File: src/rtl/fifo_rr_arbiter_pkg.sv
// fifo_arb_pkg: shared types and constants for the FIFO round-robin arbiter.
// Contents: FSM state enum, source-tag width helper, statistics counter width.
// Used by fifo_rr_arbiter_if, rr_pick and fifo_rr_arbiter via import fifo_arb_pkg::*.
package fifo_arb_pkg;

  typedef enum logic [0:0] {
    IDLE = 1'b0,
    LOCK = 1'b1
  } arb_state_e;

  // Width of each per-requester beat counter (optional statistics)
  localparam int unsigned STATS_W = 32'd16;

  // Source-tag width for n requesters; n is at least 2 in any legal configuration
  function automatic int unsigned id_w(input int unsigned n);
    if (n < 32'd2) begin
      return 32'd1;
    end else begin
      return $clog2(n);
    end
  endfunction

endpackage

File: src/rtl/fifo_rr_arbiter_if.sv
// fifo_rr_arbiter_if: bundles the producer handshake, FIFO push port and status
// signals of the arbiter.
//   req/req_data/req_ack        : producer side (request, packed payloads, ack pulse)
//   fifo_push/fifo_wr_data/full : FIFO push side, wr_data = {owner_id, payload}
//   busy/grant_id               : grant status
//   beat_count/stats_clr        : only present when FIFO_ARB_STATS_EN is defined
// Modports: master = the arbiter, slave = producers + FIFO (the environment).
interface fifo_rr_arbiter_if #(
  parameter int unsigned NUM_REQ = 32'd4,
  parameter int unsigned WIDTH   = 32'd16
);
  import fifo_arb_pkg::*;

  localparam int unsigned ID_W = id_w(NUM_REQ);

  logic [NUM_REQ-1:0]       req;
  logic [NUM_REQ*WIDTH-1:0] req_data;
  logic [NUM_REQ-1:0]       req_ack;
  logic                     fifo_push;
  logic [ID_W+WIDTH-1:0]    fifo_wr_data;
  logic                     fifo_full;
  logic                     busy;
  logic [ID_W-1:0]          grant_id;
`ifdef FIFO_ARB_STATS_EN
  logic                         stats_clr;
  logic [NUM_REQ*STATS_W-1:0]   beat_count;

  modport master (
    input  req, req_data, fifo_full, stats_clr,
    output req_ack, fifo_push, fifo_wr_data, busy, grant_id, beat_count
  );
  modport slave (
    output req, req_data, fifo_full, stats_clr,
    input  req_ack, fifo_push, fifo_wr_data, busy, grant_id, beat_count
  );
`else
  modport master (
    input  req, req_data, fifo_full,
    output req_ack, fifo_push, fifo_wr_data, busy, grant_id
  );
  modport slave (
    output req, req_data, fifo_full,
    input  req_ack, fifo_push, fifo_wr_data, busy, grant_id
  );
`endif

endinterface

File: src/rtl/fifo_rr_arbiter_rr_pick.sv
// rr_pick: combinational rotating priority encoder.
//   req_i        : request vector
//   last_grant_i : index of the previous owner; priority starts just after it
//   winner_o     : first requester found scanning last_grant+1, +2, ... mod NUM_REQ
//   any_req_o    : at least one request is present (winner_o only meaningful then)
module rr_pick
  import fifo_arb_pkg::*;
#(
  parameter int unsigned NUM_REQ = 32'd4,
  parameter int unsigned ID_W    = 32'd2
) (
  input  logic [NUM_REQ-1:0] req_i,
  input  logic [ID_W-1:0]    last_grant_i,
  output logic [ID_W-1:0]    winner_o,
  output logic               any_req_o
);

  logic [ID_W-1:0] idx_s;

  // Scan from lowest to highest priority so the highest-priority hit is written last
  always_comb begin
    winner_o = '0;
    idx_s    = '0;
    for (int k = NUM_REQ; k >= 1; k--) begin
      idx_s    = ID_W'((32'(last_grant_i) + 32'(k)) % NUM_REQ);
      winner_o = req_i[idx_s] ? idx_s : winner_o;
    end
  end

  assign any_req_o = |req_i;

endmodule

File: src/rtl/fifo_rr_arbiter.sv
// fifo_rr_arbiter: shares one FIFO push port between NUM_REQ producers using
// round-robin arbitration with burst locking (up to BURST beats per grant).
// Ports:
//   clk : rising-edge clock
//   rst : asynchronous reset, active-high
//   bus : fifo_rr_arbiter_if.master (req/req_data/req_ack, fifo_push/
//         fifo_wr_data/fifo_full, busy/grant_id)
// Optional: defining FIFO_ARB_STATS_EN adds bus.beat_count (one saturating
// 16-bit accepted-beat counter per requester) and bus.stats_clr (sync clear).
module fifo_rr_arbiter
  import fifo_arb_pkg::*;
#(
  parameter int unsigned NUM_REQ = 32'd4,
  parameter int unsigned WIDTH   = 32'd16,
  parameter int unsigned BURST   = 32'd4
) (
  input logic               clk,
  input logic               rst,
  fifo_rr_arbiter_if.master bus
);

  localparam int unsigned ID_W  = id_w(NUM_REQ);
  localparam int unsigned CNT_W = $clog2(BURST + 32'd1);

  arb_state_e            state_q;
  logic [ID_W-1:0]       owner_q;
  logic [ID_W-1:0]       last_q;
  logic [CNT_W-1:0]      cnt_q;
  logic [ID_W+WIDTH-1:0] data_q;
  logic [ID_W+WIDTH-1:0] wdata_s;
  logic [ID_W-1:0]       winner_s;
  logic                  any_req_s;
  logic                  push_s;
  logic [NUM_REQ-1:0]    ack_s;

  rr_pick #(
    .NUM_REQ (NUM_REQ),
    .ID_W    (ID_W)
  ) u_pick (
    .req_i        (bus.req),
    .last_grant_i (last_q),
    .winner_o     (winner_s),
    .any_req_o    (any_req_s)
  );

  // Push qualification and one-hot ack steering for the current owner
  always_comb begin
    push_s  = 1'b0;
    ack_s   = '0;
    wdata_s = {owner_q, bus.req_data[32'(owner_q) * WIDTH +: WIDTH]};
    if (state_q == LOCK) begin
      push_s = bus.req[owner_q] & ~bus.fifo_full;
    end else begin
      push_s = 1'b0;
    end
    if (push_s) begin
      ack_s[owner_q] = 1'b1;
    end else begin
      ack_s = '0;
    end
  end

  // Arbitration FSM: grant in IDLE, stream beats in LOCK until burst end or release
  always_ff @(posedge clk or posedge rst) begin
    if (rst) begin
      state_q <= IDLE;
      owner_q <= '0;
      last_q  <= ID_W'(NUM_REQ - 32'd1);
      cnt_q   <= '0;
      data_q  <= '0;
    end else begin
      case (state_q)
        IDLE: begin
          if (any_req_s) begin
            owner_q <= winner_s;
            cnt_q   <= '0;
            state_q <= LOCK;
          end else begin
            state_q <= IDLE;
          end
        end
        LOCK: begin
          if (!bus.req[owner_q]) begin
            // owner ended its burst voluntarily
            state_q <= IDLE;
            last_q  <= owner_q;
          end else if (!bus.fifo_full) begin
            data_q <= wdata_s;
            cnt_q  <= cnt_q + CNT_W'(1);
            if (cnt_q == CNT_W'(BURST - 32'd1)) begin
              state_q <= IDLE;
              last_q  <= owner_q;
            end else begin
              state_q <= LOCK;
            end
          end else begin
            // backpressure: hold everything, the grant is never stolen
            state_q <= LOCK;
          end
        end
        default: begin
          state_q <= IDLE;
        end
      endcase
    end
  end

  assign bus.fifo_push    = push_s;
  assign bus.req_ack      = ack_s;
  // wr_data follows the live beat while pushing, otherwise holds the last pushed word
  assign bus.fifo_wr_data = push_s ? wdata_s : data_q;
  assign bus.busy         = (state_q == LOCK);
  assign bus.grant_id     = owner_q;

`ifdef FIFO_ARB_STATS_EN
  logic [NUM_REQ-1:0][STATS_W-1:0] stat_q;

  // Per-requester saturating accepted-beat counters with synchronous clear
  always_ff @(posedge clk or posedge rst) begin
    if (rst) begin
      stat_q <= '0;
    end else if (bus.stats_clr) begin
      stat_q <= '0;
    end else if (push_s && (stat_q[owner_q] != {STATS_W{1'b1}})) begin
      stat_q[owner_q] <= stat_q[owner_q] + STATS_W'(1);
    end else begin
      stat_q <= stat_q;
    end
  end

  assign bus.beat_count = stat_q;
`endif

endmodule

File: src/flat_wrapper.sv
// flat-port wrapper written by rule: the top's interface ports become plain ports
module fifo_rr_arbiter_flat import fifo_arb_pkg::*;
#(
  parameter int unsigned NUM_REQ = 32'd4,
  parameter int unsigned WIDTH   = 32'd16,
  parameter int unsigned BURST   = 32'd4
)
  (clk, rst, bus_req, bus_req_data, bus_fifo_full, bus_req_ack, bus_fifo_push, bus_fifo_wr_data, bus_busy, bus_grant_id);
  fifo_rr_arbiter_if #(.NUM_REQ(NUM_REQ), .WIDTH(WIDTH)) bus_i ();
  input logic clk;
  input logic rst;
  input wire logic [$bits(bus_i.req)-1:0] bus_req;
  input wire logic [$bits(bus_i.req_data)-1:0] bus_req_data;
  input wire logic [$bits(bus_i.fifo_full)-1:0] bus_fifo_full;
  output wire logic [$bits(bus_i.req_ack)-1:0] bus_req_ack;
  output wire logic [$bits(bus_i.fifo_push)-1:0] bus_fifo_push;
  output wire logic [$bits(bus_i.fifo_wr_data)-1:0] bus_fifo_wr_data;
  output wire logic [$bits(bus_i.busy)-1:0] bus_busy;
  output wire logic [$bits(bus_i.grant_id)-1:0] bus_grant_id;
  assign bus_i.req = bus_req;
  assign bus_i.req_data = bus_req_data;
  assign bus_i.fifo_full = bus_fifo_full;
  assign bus_req_ack = bus_i.req_ack;
  assign bus_fifo_push = bus_i.fifo_push;
  assign bus_fifo_wr_data = bus_i.fifo_wr_data;
  assign bus_busy = bus_i.busy;
  assign bus_grant_id = bus_i.grant_id;
  fifo_rr_arbiter #(.NUM_REQ(NUM_REQ), .WIDTH(WIDTH), .BURST(BURST)) u_core (.clk(clk), .rst(rst), .bus(bus_i));
endmodule
File: config.mk
export PLATFORM = sky130hd
export DESIGN_NAME = fifo_rr_arbiter_flat
export DESIGN_NICKNAME = d
export VERILOG_FILES = /design/src/rtl/fifo_rr_arbiter_pkg.sv /design/src/rtl/fifo_rr_arbiter_if.sv /design/src/rtl/fifo_rr_arbiter_rr_pick.sv /design/src/rtl/fifo_rr_arbiter.sv /design/src/flat_wrapper.sv
export SDC_FILE = /design/constraint.sdc
export NUM_CORES = 1
export LEC_CHECK = 0
export ABC_AREA = 1
export CAP_MARGIN = 20
export CORE_MARGIN = 2
export CORE_UTILIZATION = 38
export CTS_BUF_LIST = sky130_fd_sc_hd__clkbuf_8
export CTS_CLUSTER_DIAMETER = 40
export DETAILED_ROUTE_END_ITERATION = 12
export HOLD_SLACK_MARGIN = 0.08
export MAX_ROUTING_LAYER = met4
export PLACE_DENSITY_LB_ADDON = 0.2
export SYNTH_ARGS = -nofsm -noshare
export SYNTH_HDL_FRONTEND = slang
export SYNTH_HIERARCHICAL = 1
export SYNTH_SLANG_ARGS = --single-unit
File: constraint.sdc
create_clock -name clk -period 1.45 [get_ports clk]
set_input_delay 0.29 -clock clk [delete_from_list [all_inputs] [get_ports clk]]
set_output_delay 0.29 -clock clk [all_outputs]
set_load 0.01 [all_outputs]
==> results of run 1 <==
## how the worst max path moves through the flow
stage / slack, ps / to / depth (start not counted) / start
2_1_floorplan: -30 / bus_req_ack[0] / 8 / u_core/bus.grant_id[0]
3_3_place_gp: -930 / bus_fifo_wr_data[1] / 11 / bus_req[3]
3_5_place_dp: -960 / bus_fifo_wr_data[12] / 11 / bus_req[3]
4_1_cts: -540 / bus_fifo_wr_data[5] / 12 / u_core/bus.grant_id[0]
5_1_grt: -660 / bus_fifo_wr_data[5] / 8 / u_core/bus.grant_id[0]
6_report: -640 / bus_fifo_wr_data[5] / 8 / u_core/bus.grant_id[0]
## cell families (layout without fill, tap and decap cells)
kind of cell / Yosys count / count (layout) / synth area share (%)
AOI/OAI and AO/OA: 9 / 9 / 2.53
adders and majority gates: 2 / 2 / 1.30
buffers and inverters: 41 / 180 / 11.4
DFF: 26 / 26 / 33.9
and+or+nand+nor: 217 / 217 / 50.9
## cell type report
class	instances	share of cell area, %
sequential	26	16.4
clock buffer	3	1.03
inverter	17	1.97
timing repair buffer	159	41.6
tap	67	2.10
multi-input combinational	228	36.8
clock inverter	1	0.0940
## per-stage QoR
step           area [um2]  util, %  std cells
6_report             4000     82.9        501
5_1_grt              4000     82.9        501
4_1_cts              3780     78.4        500
3_5_place_dp         3160     65.6        469
3_3_place_gp         3160     65.6        469
2_1_floorplan        1980        -        295
## registers in the layout, indices dropped and copies added, names as in the netlist
name and flops:
u_core/data_q 18, u_core/bus.grant_id 2, u_core/last_q 2, u_core/bus.busy 1, u_core/cnt_q 3
## layer usage
layer	up-vias	GRT usage [%]	routed length, um
met5	-	-	0
met3	51	4.42	736
met4	0	11.5	497
met2	194	52.7	4980
li1	1251	-	-
met1	1373	35.4	3540
## worst register-to-register path, delay by kind of cell (launching register included)
kind,cells,cell delay [ps]
flip-flops,1,450
buffers and inverters,5,590
AND/OR/NAND/NOR,7,510
## cells in the final DEF (no fill, tap or decap), drive strengths merged
master,instances
nand2,120
buf,87
nand3,73
clkdlybuf4s50,66
dfrtp,24
inv,18
nand4,17
o21ai,6
dlygate4sd2,5
nor3,4
clkbuf,4
nor2,3
a21oi,3
ha,2
dfstp,2
## report_power, final
| part | internal, mW | switching [mW] | leakage, nW |
|---|---|---|---|
| registers | 1.07 | 0.244 | 0.322 |
| logic | 3.04 | 3.59 | 1.67 |
| clock network | 0.190 | 0.244 | 0.0269 |
| total | 4.29 | 4.08 | 2.02 |
## timing repair
item	4_1_cts	5_1_grt
gates resized for setup	207	73
gates cloned	4	1
setup endpoints to repair	37	45
pin swaps	14	28
setup buffers	25	12
hold buffers	0	0
==> summary.md, run 1 <==
| Metric | Value |
|---|---|
| Overflow left after global routing | 0 |
| # fillers | 295 |
| Cell Rows | 25 |
| Min Tclk post-route | 2090 ps |
| Number of distinct library cells after synthesis | 20 |
| Run status | finished with violations |
| Fin nets | 508 |
| Clock slew at the register clock pins of the worst setup and hold paths | 100 ps |
| Number of nets produced by synthesis | 368 |
| Aggregate negative setup slack | -13090 ps |
| Largest delay contributor family on the critical path | simple AND/OR/NAND/NOR gates |
| Worst Tran Pin Value | 400 ps |
| Number of enable flip-flop cells after synthesis | 0 |
| Cts bufs inserted | 3 |
| Worst-skew pair later-pin latency | 280 ps |
| Detailed-route vias per instance | 5.73 |
| Top post-synthesis cells by area | sky130_fd_sc_hd__dfrtp_1 31%, sky130_fd_sc_hd__nand2_1 21%, sky130_fd_sc_hd__nand3_1 19%, sky130_fd_sc_hd__nand4_1 5.5%, sky130_fd_sc_hd__nand2_2 3.6% |
| Mapped cell area | 1930 um2 |
| Setup repair after global routing missed its margin | yes |
| Width of the die | 75.2 um |
| Clock Sinks | 26 |
| Largest area contributor in the synthesized netlist | sky130_fd_sc_hd__dfrtp_1 |
| Wire length of the first global-routing pass | 12500 um |
| Count of inserted antenna diode cells | 0 |
| Crit path buffers/inverters | 4 |
| Maximum capacitance violations | 0 |
| Async S/R FF share, synth | 100% |
| Area taken by multi-input logic gates | 1470 um2 |
| Maximum count of clock buffers along a single path | 2 |
| Remaining antenna violation count | 0 |
| Y dimension of the die | 75.2 um |
| CP arrival | 1800 ps |
| Classification of the worst-slack hold path | input pin to asynchronous set/reset pin |
| Final critical-path setup slack | -644 ps |
| Tot Pwr | 8.37 mW |
| Data required time at the worst endpoint | 1160 ps |
| Count of yosys warnings during synthesis | 6 |
| Reg-to-reg startpoint | u_core/bus.grant_id[0] |
| Worst supply voltage drop on vdd | 1.26 mV |
| Startpoint kind of the worst setup timing path | flop |
| Failing checks | setup timing |
| Final clock skew | 15.1 ps |
| Clk Tree Root Cell | sky130_fd_sc_hd__clkbuf_8 |
| Lkg Pwr | 2.02 nW |
| Delay contributed by the slowest stage of the critical path | 420 ps |
| Portion of synthesized cell area occupied by the leading cell type | 31.2% |
| Fmax achieved | 478 MHz |
| Wire length reported by the detailed router | 9750 um |
| Detailed-route wire length per cell | 19.5 um |
| Ratio of cells with drive above 1 in the final layout | 45.6% |
| Initial DRT Pass Iterations | 5 |
| CP cell instances | inv_2, buf_4, clkbuf_16, nand3_1, nand4_1, nand2_4, nand2_2, buf_6 |
| Setup WS pre-CTS | -961 ps |
| Die Outline Area | 5660 um2 |
| Worst hold slack | 350 ps |
| Crit. End Element | output port |
| Worst-case headroom to the max-slew limit | 73.2% |
| Number of H-tree levels | 1 |
| Final Hold Vio Count | 0 |
| Slack of the worst reg-to-reg path | -150 ps |
| Num ports | 97 |
| Number of vias in the routed layout | 2869 |
| Maximum number of pins on one net before global-route repair | 28 |
| Commonest cells post-synth | 109 x sky130_fd_sc_hd__nand2_1, 73 x sky130_fd_sc_hd__nand3_1, 24 x sky130_fd_sc_hd__dfrtp_1 |
| Combined global-route utilization of all metal layers | 30.4% |
| Iteration-0 DRC Markers | 276 |
| Routability-driven placement congestion ratio | 0.867 |
| Pins Over Slew Limit | 0 |
| TritonCTS clock tree | yes |
| Most instantiated library cell after synthesis | sky130_fd_sc_hd__nand2_1 |
| Placeable core region | 4820 um2 |
| FF/Latch Area | 656 um2 |
| Number of antenna violations at the first check in global routing | 0 |
| Final setup viols | 39 |
| Average cell area after synthesis | 6.53 um2 |
| Cell type of the slowest stage on the worst timing path | sky130_fd_sc_hd__dfrtp_2 |
| Register bit total from synthesis | 26 |
| Post-synthesis cell count | 295 |
| Starting density of the core | 40.0% |
| Detailed placer's ending HPWL | 4720 um |
| Portion of the clock cycle consumed by the worst path in the final layout | 144% |
| Proportion of synthesized chip area in sequential cells | 33.9% |
| Area Growth Syn to Fin | 107% |
| Number of cells traversed by the worst register-to-register path | 12 |
| Worst R2R End | u_core/data_q[6] |
| Power per standard cell area | 2100 nW/um2 |
| Crit path max fanout | 13 |
| Post-route DRC | 0 |
| Number of buffers inserted by port buffering | 96 |
| Critical path class | flop to output port |
| Via count of the first global-routing pass | 2594 |
| Dominant synthesized flop cell | sky130_fd_sc_hd__dfrtp_1 |
(Power assumes the default switching activity.)
==> inputs of run 2 (changes only) <==
==> constraint.sdc (replaced) <==
create_clock -name clk -period 1.7 [get_ports clk]
set_input_delay 0.34 -clock clk [delete_from_list [all_inputs] [get_ports clk]]
set_output_delay 0.34 -clock clk [all_outputs]
set_load 0.01 [all_outputs]
==> summary.md, run 2 (same netlist as run 1, synthesis figures left out) <==
| Metric | Value |
|---|---|
| Routability-driven placement congestion ratio | 0.808 |
| Y dimension of the die | 75.2 um |
| Maximum count of clock buffers along a single path | 2 |
| Tot Pwr | 6.12 mW |
| Area Growth Syn to Fin | 88.8% |
| Fmax achieved | 486 MHz |
| Fin util | 75.5% |
| Wire length reported by the detailed router | 7240 um |
| Number of antenna violations at the first check in global routing | 0 |
| Num ports | 97 |
| TritonCTS clock tree | yes |
| Reg-to-reg startpoint | u_core/bus.grant_id[0] |
| Number of H-tree levels | 1 |
| Pins Over Slew Limit | 0 |
| Iteration-0 DRC Markers | 116 |
| Overflow left after global routing | 0 |
| Cell Rows | 25 |
| Wire length of the first global-routing pass | 10800 um |
| Worst Tran Pin Value | 348 ps |
| Width of the die | 75.2 um |
| Crit path buffers/inverters | 4 |
| Switching power total | 2.82 mW |
| Starting density of the core | 40.0% |
| Power per standard cell area | 1680 nW/um2 |
| Area taken by multi-input logic gates | 1300 um2 |
| # fillers | 355 |
| Clock slew at the register clock pins of the worst setup and hold paths | 90 ps |
| Detailed-route wire length per cell | 15.1 um |
| Largest delay contributor family on the critical path | buffers and inverters |
| Maximum capacitance violations | 0 |
| Final critical-path setup slack | -358 ps |
| Most Frequent Cell on Critical Path | sky130_fd_sc_hd__nand2_2 |
| Lkg Pwr | 1.88 nW |
| Worst-case headroom to the max-slew limit | 76.8% |
| Commonest non-fill, non-tap cell in the layout | sky130_fd_sc_hd__nand3_1 |
| Combined global-route utilization of all metal layers | 26.0% |
| Worst supply voltage drop on vdd | 0.831 mV |
| Portion of the clock cycle consumed by the worst path in the final layout | 121% |
| Clock Sinks | 26 |
| Cell type of the slowest stage on the worst timing path | sky130_fd_sc_hd__dfrtp_2 |
| Crit path max fanout | 10 |
| Number of vias in the routed layout | 2456 |
| Cell internal pwr | 3.30 mW |
| Slack of the worst reg-to-reg path | 120 ps |
| Number of cells traversed by the worst register-to-register path | 12 |
| Detailed placer's ending HPWL | 4320 um |
| Post-route DRC | 0 |
| Flip-flop count of the largest register after layout | 18 |
| Run status | finished with violations |
| Worst-skew pair later-pin latency | 270 ps |
| Initial DRT Pass Iterations | 4 |
| Fin nets | 488 |
| Placeable core region | 4820 um2 |
| Remaining antenna violation count | 0 |
| Ratio of cells with drive above 1 in the final layout | 33.3% |
| Cts bufs inserted | 3 |
| Critical path class | flop to output port |
| Crit. End Element | output port |
| Clk Tree Root Cell | sky130_fd_sc_hd__clkbuf_8 |
| Number of buffers inserted by port buffering | 96 |
| Min Tclk post-route | 2060 ps |
| Largest registers | u_core/data_q x18, u_core/cnt_q x3 |
| Startpoint kind of the worst setup timing path | flop |
| Final Hold Vio Count | 0 |
| Classification of the worst-slack hold path | input pin to asynchronous set/reset pin |
| Failing checks | setup timing |
| Final clock skew | 4.46 ps |
| Clock network power share | 6.7% |
| Final setup viols | 23 |
| Largest register by flop count | u_core/data_q |
| Combinational share of power | 75.0% |
| Detailed-route vias per instance | 5.11 |
| Setup WS pre-CTS | -756 ps |
| CP cell instances | inv_2, buf_4, bufbuf_16, nand3_1, nand4_1, nand2_2, nand2_2, buf_6 |
| Net switching fraction of the power | 46.0% |
| Worst hold slack | 416 ps |
| Setup repair after global routing missed its margin | yes |
| Delay contributed by the slowest stage of the critical path | 440 ps |
| Die Outline Area | 5660 um2 |
| Worst R2R End | u_core/data_q[8] |
| Data required time at the worst endpoint | 1360 ps |
| Top library cells by usage in the layout, fill and taps aside | 73 x sky130_fd_sc_hd__nand3_1, 67 x sky130_fd_sc_hd__nand2_1, 66 x sky130_fd_sc_hd__clkdlybuf4s50_1, 34 x sky130_fd_sc_hd__nand2_2, 28 x sky130_fd_sc_hd__buf_4 |
| Maximum number of pins on one net before global-route repair | 38 |
| FF/Latch Area | 654 um2 |
| Via count of the first global-routing pass | 2364 |
| Share of total power in sequential cells | 18.3% |
| CP arrival | 1720 ps |
| Count of inserted antenna diode cells | 0 |
==> run 2: worst max-delay path by stage <==
| stage | startpoint | to | slack [ps] | depth (start not counted) |
|---|---|---|---|---|
| 6_report | u_core/bus.grant_id[0] | bus_fifo_wr_data[12] | -360 | 8 |
| 5_1_grt | u_core/bus.grant_id[0] | bus_fifo_wr_data[12] | -430 | 8 |
| 4_1_cts | u_core/bus.grant_id[0] | bus_fifo_wr_data[2] | -340 | 11 |
| 3_5_place_dp | bus_req[3] | bus_fifo_wr_data[2] | -760 | 11 |
| 3_3_place_gp | bus_req[3] | bus_fifo_wr_data[2] | -730 | 11 |
| 2_1_floorplan | u_core/bus.grant_id[0] | bus_fifo_wr_data[0] | 150 | 7 |
==> run 2: power by group through the flow <==
stage / Combinational, mW / Sequential (mW) / Clock (mW)
floorplan: 2.12 / 1.01 / 0
global placement: 3.46 / 1.06 / 0
detailed placement: 3.53 / 1.07 / 0
CTS: 4.13 / 1.09 / 0.414
global route: 4.96 / 1.15 / 0.437
finish: 4.59 / 1.12 / 0.411
==> run 2: area by class of cell <==
class,count,area share [%]
multi-input combinational,228,35.7
clock buffer,4,1.51
sequential,26,18.0
tap,67,2.30
inverter,17,2.30
timing repair buffer,139,40.2
==> run 2: tightest hold or removal path, cell delays in order <==
cell and delay, ps:
sky130_fd_sc_hd__clkdlybuf4s50_1 390, sky130_fd_sc_hd__inv_1 50, sky130_fd_sc_hd__buf_4 320
==> run 2: metal layers <==
metal	wire (um)	global-route usage (%)	up-vias
li1	-	-	1218
met1	2930	30.8	1139
met2	3680	44.4	87
met3	471	4.42	12
met4	159	9.55	0
met5	0	-	-
==> run 2: metrics by stage <==
stage / std cells / cell area (um2) / setup TNS, ps
global route: 481 / 3640 / -8870
global placement: 463 / 3100 / -15830
CTS: 478 / 3440 / -6180
finish: 481 / 3640 / -6800
floorplan: 295 / 1930 / 0
detailed placement: 463 / 3100 / -16790
==> run 2: repair_timing <==
| item | 4_1_cts | 5_1_grt |
|---|---|---|
| gates cloned | 6 | 1 |
| pin swaps | 5 | 9 |
| hold buffers | 0 | 0 |
| setup buffers | 6 | 3 |
| gates resized for setup | 157 | 43 |
| endpoints found under the setup margin | 25 | 24 |
